File: src/rtl/port_bcd_converter_pkg.sv
// Shared encodings and sizes for the display-port BCD converter and its
// double-dabble step.
package port_bcd_converter_pkg;

    localparam int NUM_CH      = 3;
    localparam int IN_W        = 8;
    localparam int BCD_W       = 12;
    localparam int SHIFT_ITERS = 8;
    localparam int SR_W        = BCD_W + IN_W;

    typedef enum logic [1:0] {
        ST_LOAD  = 2'd0,
        ST_SHIFT = 2'd1,
        ST_STORE = 2'd2,
        ST_GAP   = 2'd3
    } state_t;

endpackage

File: src/rtl/dd_step.sv
// One double-dabble iteration on a 20-bit {bcd[11:0], bin[7:0]} word:
// add 3 to every BCD nibble that is >= 5, then shift left by one.
module dd_step
    import port_bcd_converter_pkg::*;
(
    input  logic [SR_W-1:0] din,
    output logic [SR_W-1:0] dout
);

    logic [SR_W-1:0] adj;

    assign adj[IN_W-1:0] = din[IN_W-1:0];

    genvar gi;
    generate
        for (gi = 0; gi < BCD_W / 4; gi++) begin : g_nib
            logic [3:0] nib;
            assign nib = din[IN_W + 4*gi +: 4];
            assign adj[IN_W + 4*gi +: 4] = (nib >= 4'd5) ? nib + 4'd3 : nib;
        end
    endgenerate

    assign dout = adj << 1;

endmodule

File: src/rtl/port_bcd_converter.sv
// Round-robin binary-to-BCD converter for three 8-bit display ports sharing
// one double-dabble engine; each channel's digits update atomically.
module port_bcd_converter
    import port_bcd_converter_pkg::*;
#(
    parameter int GAP_CYCLES = 0
) (
    input  logic              clk,
    input  logic              rst,
    input  logic [IN_W-1:0]   port0,
    input  logic [IN_W-1:0]   port1,
    input  logic [IN_W-1:0]   port2,
    output logic [BCD_W-1:0]  bcd0,
    output logic [BCD_W-1:0]  bcd1,
    output logic [BCD_W-1:0]  bcd2,
    output logic              valid,
    output logic              sweep_done
);

    localparam logic [15:0] GAP_LAST = 16'((GAP_CYCLES > 0) ? GAP_CYCLES - 1 : 0);
    localparam logic [2:0]  IT_LAST  = 3'(SHIFT_ITERS - 1);
    localparam logic [1:0]  CH_LAST  = 2'(NUM_CH - 1);

    state_t            state_reg, state_next;
    logic [SR_W-1:0]   sr_reg;
    logic [SR_W-1:0]   sr_step;
    logic [2:0]        it_reg;
    logic [1:0]        ch_reg;
    logic [15:0]       gap_cnt_reg;
    logic              valid_reg;
    logic              sweep_done_reg;
    logic [IN_W-1:0]   port_sel;
    logic [BCD_W-1:0]  bcd_reg [NUM_CH];

    always_comb begin
        port_sel = port2;
        case (ch_reg)
            2'd0:    port_sel = port0;
            2'd1:    port_sel = port1;
            default: port_sel = port2;
        endcase
    end

    dd_step u_dd_step (
        .din  (sr_reg),
        .dout (sr_step)
    );

    always_comb begin
        state_next = state_reg;
        case (state_reg)
            ST_LOAD:  state_next = ST_SHIFT;
            ST_SHIFT: if (it_reg == IT_LAST) state_next = ST_STORE;
            ST_STORE: begin
                if (ch_reg == CH_LAST)
                    state_next = (GAP_CYCLES > 0) ? ST_GAP : ST_LOAD;
                else
                    state_next = ST_LOAD;
            end
            ST_GAP:   if (gap_cnt_reg == GAP_LAST) state_next = ST_LOAD;
            default:  state_next = ST_LOAD;
        endcase
    end

    always_ff @(posedge clk) begin
        if (rst) begin
            state_reg      <= ST_LOAD;
            sr_reg         <= '0;
            it_reg         <= '0;
            ch_reg         <= '0;
            gap_cnt_reg    <= '0;
            valid_reg      <= 1'b0;
            sweep_done_reg <= 1'b0;
        end else begin
            state_reg      <= state_next;
            sweep_done_reg <= 1'b0;
            case (state_reg)
                ST_LOAD: begin
                    sr_reg <= {{(SR_W - IN_W){1'b0}}, port_sel};
                    it_reg <= '0;
                end
                ST_SHIFT: begin
                    sr_reg <= sr_step;
                    it_reg <= it_reg + 3'd1;
                end
                ST_STORE: begin
                    gap_cnt_reg <= '0;
                    if (ch_reg == CH_LAST) begin
                        ch_reg         <= '0;
                        valid_reg      <= 1'b1;
                        sweep_done_reg <= 1'b1;
                    end else begin
                        ch_reg <= ch_reg + 2'd1;
                    end
                end
                ST_GAP: gap_cnt_reg <= gap_cnt_reg + 16'd1;
                default: ;
            endcase
        end
    end

    // Each channel's digits get their own register bank, written only in
    // that channel's STORE cycle so the other two hold steady.
    genvar gi;
    generate
        for (gi = 0; gi < NUM_CH; gi++) begin : g_bcd
            always_ff @(posedge clk) begin
                if (rst)
                    bcd_reg[gi] <= '0;
                else if (state_reg == ST_STORE && ch_reg == 2'(gi))
                    bcd_reg[gi] <= sr_reg[SR_W-1:IN_W];
            end
        end
    endgenerate

    assign bcd0       = bcd_reg[0];
    assign bcd1       = bcd_reg[1];
    assign bcd2       = bcd_reg[2];
    assign valid      = valid_reg;
    assign sweep_done = sweep_done_reg;

endmodule

File: config.mk
export PLATFORM = sky130hd
export DESIGN_NAME = port_bcd_converter
export DESIGN_NICKNAME = d
export VERILOG_FILES = /design/src/rtl/port_bcd_converter_pkg.sv /design/src/rtl/dd_step.sv /design/src/rtl/port_bcd_converter.sv
export SDC_FILE = /design/constraint.sdc
export NUM_CORES = 1
export LEC_CHECK = 0
export ABC_CLOCK_PERIOD_IN_PS = 4400
export BUFFER_PORTS_ARGS = -buffer_cell sky130_fd_sc_hd__buf_2
export CAP_MARGIN = 20
export CORE_MARGIN = 3
export CORE_UTILIZATION = 60
export DETAILED_ROUTE_END_ITERATION = 7
export MAX_ROUTING_LAYER = met4
export PLACE_DENSITY_LB_ADDON = 0.1
export SLEW_MARGIN = 20
export SYNTH_ARGS = -nofsm -noshare
export SYNTH_HDL_FRONTEND = slang
export SYNTH_HIERARCHICAL = 1
export SYNTH_SLANG_ARGS = --single-unit
File: constraint.sdc
create_clock -name clk -period 4.4 [get_ports clk]
set_clock_uncertainty 0.1 [all_clocks]
set_input_delay 0.66 -clock clk [delete_from_list [all_inputs] [get_ports clk]]
set_output_delay 0.66 -clock clk [all_outputs]
set_load 0.01 [all_outputs]
==> flow_summary.rst <==
.. list-table::
   :header-rows: 1

   * - Metric
     - Value
   * - Count of buffering cells on the critical path with inverters included
     - 0
   * - Die width
     - 85.0 um
   * - Hold-fix buffer count after cts
     - 0
   * - Starting DRC count in detailed routing
     - between 100 and 150
   * - Fill cells
     - 451
   * - Overall Global Routing Usage
     - 21.6%
   * - Vias in the first global route
     - 2417
   * - Standard cell with the maximum stage delay on the critical path
     - nor3_1
   * - Kind of capture point of the worst setup path
     - flip-flop
   * - Die footprint
     - 0.00722 sq mm
   * - Largest stage delay on the critical path
     - 0.78 ns
   * - Final Total Pwr
     - 1.44 mW
   * - Final worst slack
     - 2.19 ns
   * - Number of buffers inserted during clock tree synthesis
     - 9
   * - Switching portion of total power
     - 21.6%
   * - DRC errors left
     - 0
   * - Cell Area, Placed
     - 0.00401 sq mm
   * - Critical Path AT
     - approximately 2.3 ns
   * - Main combinational cell family by area after synthesis
     - simple AND/OR/NAND/NOR gates
   * - Site Rows
     - 28
   * - Max FFs per register
     - 36
   * - Final Hold Vio Count
     - 0
   * - Net switching power
     - 0.311 mW
   * - Power share of the clock group
     - 39.2%
   * - Peak supply drop
     - 0.000228 V
   * - Final cycle utilization of the critical path
     - 50.2%
   * - Antenna violations before repair
     - 0
   * - Max Cap Viol
     - 0
   * - Combinational Power Share
     - 4.5%
   * - Adder-cell share of the synthesized area
     - around 3.3%
   * - Warnings, synthesis
     - 6
   * - Measured slew at the worst slew-check pin
     - 0.987 ns
   * - Y dimension of the die
     - roughly 85 um
   * - Post-synthesis share of cell area spent on and, or, nand and nor gates
     - a little over a fifth
   * - Number of nets in the layout
     - around 440
   * - Worst skew pair latency
     - 0.35 ns
   * - Setup crit start kind
     - flip-flop
   * - Detailed-router iteration count before antenna repair
     - 5
   * - Max clock buf depth
     - 2
   * - Total gr overflow
     - 0
   * - Via density per instance
     - 5.44
   * - Static leakage
     - 1.72 nW
   * - Endpoint of the worst-slack reg-to-reg timing path
     - bcd_reg[0][2]$_SDFFCE_PN0P_
   * - XOR/XNOR share of the synthesized area
     - 3.04%
   * - Kind of path behind the tightest hold check
     - reg2reg
   * - Shortest clock period the worst path allows after layout
     - 2.21 ns
   * - Flip-flop and latch area
     - 0.00198 sq mm
   * - Routability cong.
     - 0.779
   * - Global-route wire length before repair
     - 11700 um
   * - Hold depth
     - 2
   * - Pin count of the biggest net entering global routing
     - 43
   * - Setup slack of the worst register-to-register path
     - 2.19 ns
   * - Post-Syn Area
     - 0.00374 sq mm
   * - Post-synthesis area per instance
     - 10.4 sq um
   * - Cell Count, Final, Fillers Out
     - 487
   * - Post-DRT Antenna Nets
     - 0
   * - Worst slew margin relative to its limit
     - 33.7%
   * - TNS Setup
     - 0 ns
   * - Total inserted antenna cells
     - 0
   * - Commonest non-fill, non-tap cell in the layout
     - buf_2
   * - Number of placed instances, taps included
     - 471
   * - Total Routed Length
     - 7170 um
   * - Fraction of final layout cells with drive strength greater than 1
     - a little under a quarter
   * - Reg power frac
     - 56.3%
   * - Clock-pin slew on the worst setup and hold paths
     - around 0.08 ns
   * - Area fraction in compound gates after synthesis
     - 9.40%
   * - Minimum hold slack
     - about 0.38 ns
   * - Final Cell Area
     - about 0.0042 sq mm
   * - I/O Pins
     - 64
   * - Setup repair after global routing missed its margin
     - false
   * - Number of distinct library cells after synthesis
     - 43
   * - Nets in the synthesized netlist
     - 397
   * - Critical Path, Cell by Cell
     - nor2b_4 > nand2b_1 > nor3_1 > and2_1
   * - WS Path Type
     - reg2reg
   * - Layout overhead on the synthesized area
     - 13.0%
   * - # port buffers
     - 63
   * - Setup WS pre-CTS
     - 2.03 ns
   * - Vias after detailed routing
     - 2648
   * - Beginning of the worst register-to-register path
     - state_reg[0]$_SDFFE_PP0P_
   * - Post-cts gate resize count
     - 0
   * - Final Util
     - between 70 and 80%
   * - Multi-input gate area
     - about 0.0016 sq mm
   * - CP Max Fanout
     - 22
   * - Timing-limited maximum frequency
     - 453 MHz
   * - Commonest non-fill, non-tap cells in the layout
     - buf_2 (63), dfxtp_1 (45), and2_1 (36), edfxtp_1 (36), nor2_1 (32)
   * - Max-slew violations
     - 0
   * - Initial core utilization
     - 62.4%
   * - Internal portion of total power
     - 1.13 mW
   * - Final setup viols
     - 0
   * - Post-CTS Repair Setup Buffers
     - 0
   * - Sequential share of the synthesized area
     - 53.0%
   * - Detail Placement HPWL
     - 5020 um
   * - Worst Hold Endpoint
     - valid$_SDFFE_PP0P_
   * - Power per unit of standard cell area
     - 340 mW/mm^2
   * - Multiplexer share of the synthesized area
     - 5.35%
   * - Sinks on the clock net
     - 81
   * - Status
     - complete, no violations
   * - Clock Tree Root
     - clkbuf_8
   * - Deepest level of the CTS H-tree
     - 3
   * - Length in cells of the worst reg-to-reg path
     - 4
   * - Data required time at the worst endpoint
     - 4.51 ns
   * - CTS tree
     - yes
   * - Count of mapped cells out of synthesis
     - 361
   * - Worst path top cell family by delay
     - simple AND/OR/NAND/NOR gates
   * - DR WL/cell
     - 14.7 um
   * - Std-Cell Core Area
     - 0.00599 sq mm
   * - Flop and latch count out of synthesis
     - just over 80
   * - Hold Path Origin
     - valid$_SDFFE_PP0P_
==> worst max-delay path by stage <==
stage	from	end	cells past startpoint
3_3_place_gp	rst	bcd_reg[2][3]$_SDFFCE_PN0P_	3
6_report	state_reg[0]$_SDFFE_PP0P_	bcd_reg[0][2]$_SDFFCE_PN0P_	4
5_1_grt	state_reg[0]$_SDFFE_PP0P_	bcd_reg[0][2]$_SDFFCE_PN0P_	4
3_5_place_dp	rst	bcd_reg[0][2]$_SDFFCE_PN0P_	3
4_1_cts	state_reg[0]$_SDFFE_PP0P_	bcd_reg[0][8]$_SDFFCE_PN0P_	3
2_1_floorplan	rst	bcd_reg[0][0]$_SDFFCE_PN0P_	3
==> logic make-up (layout without fill, tap and decap cells) <==
| group | Yosys count | count (layout) |
|---|---|---|
| AO/OA/AOI/OAI | 54 | 54 |
| adder cells (fa/ha/maj) | 10 | 10 |
| multiplexers | 19 | 19 |
| flip-flops | 81 | 81 |
| other | 1 | 1 |
| XOR/XNOR | 13 | 13 |
| AND/OR/NAND/NOR | 146 | 146 |
| buffers and inverters | 37 | 88 |
==> metal layers <==
layer | wire [um] | global-route usage, %
met5 | 0 | -
met4 | 90 | 6.47
met3 | 372 | 5.34
met2 | 3480 | 34.0
met1 | 3230 | 27.7
==> cell type report <==
cell class              count  share of cell area (%)
well taps                  75                    2.22
inverters                   8                   0.710
repair buffers             64                    7.64
clock buffers              12                    3.70
clock inverters             4                    1.21
multi-input cells         243                    37.6
flip-flops and latches     81                    46.9
==> worst register-to-register path, stage by stage, from the launching register on <==
cell	delay [ns]
dfxtp_1	0.56
nor2b_4	0.25
nand2b_1	0.14
nor3_1	0.78
and2_1	0.25
==> synth_stat cells <==
cell	count	share of area, %
nand3_1	5	0.67
nor4_1	2	0.33
or4_1	1	0.20
or3_1	4	0.67
o21bai_1	1	0.20
and2_1	36	6.0
and4_1	3	0.70
buf_4	9	1.8
inv_1	8	0.80
clkbuf_1	15	1.5
nand2b_1	8	1.3
mux2i_1	11	2.9
nor2_1	32	3.2
o21ai_0	6	0.80
o31ai_1	1	0.20
nand3_2	1	0.27
nor4b_1	1	0.23
nand4b_1	1	0.23
nor2b_1	10	1.7
conb_1	1	0.10
or2_1	1	0.17
a22oi_1	14	2.8
a21oi_2	3	0.70
ha_1	10	3.3
buf_1	1	0.10
edfxtp_1	36	29
nand2_1	22	2.2
a21oi_1	15	2.0
nor2b_4	1	0.37
xnor2_1	5	1.2
o21ai_1	2	0.27
buf_2	4	0.54
nand3b_1	1	0.20
xor2_1	8	1.9
a21o_1	3	0.60
and3_1	1	0.17
dfxtp_1	45	24
o211ai_1	1	0.20
nand4_1	5	0.84
o21a_1	8	1.6
nor3_1	10	1.3
mux2_2	8	2.4
nor3b_1	1	0.20
==> power groups by stage <==
stage          combinational [mW]  clock (mW)  sequential [mW]
6_report                   0.0645       0.563            0.810
5_1_grt                    0.0717       0.606            0.812
4_1_cts                    0.0654       0.567            0.810
3_5_place_dp               0.0652           0            0.827
3_3_place_gp               0.0627           0            0.826
2_1_floorplan              0.0395           0            0.830
No activity file was read; power rests on OpenSTA's default activity.
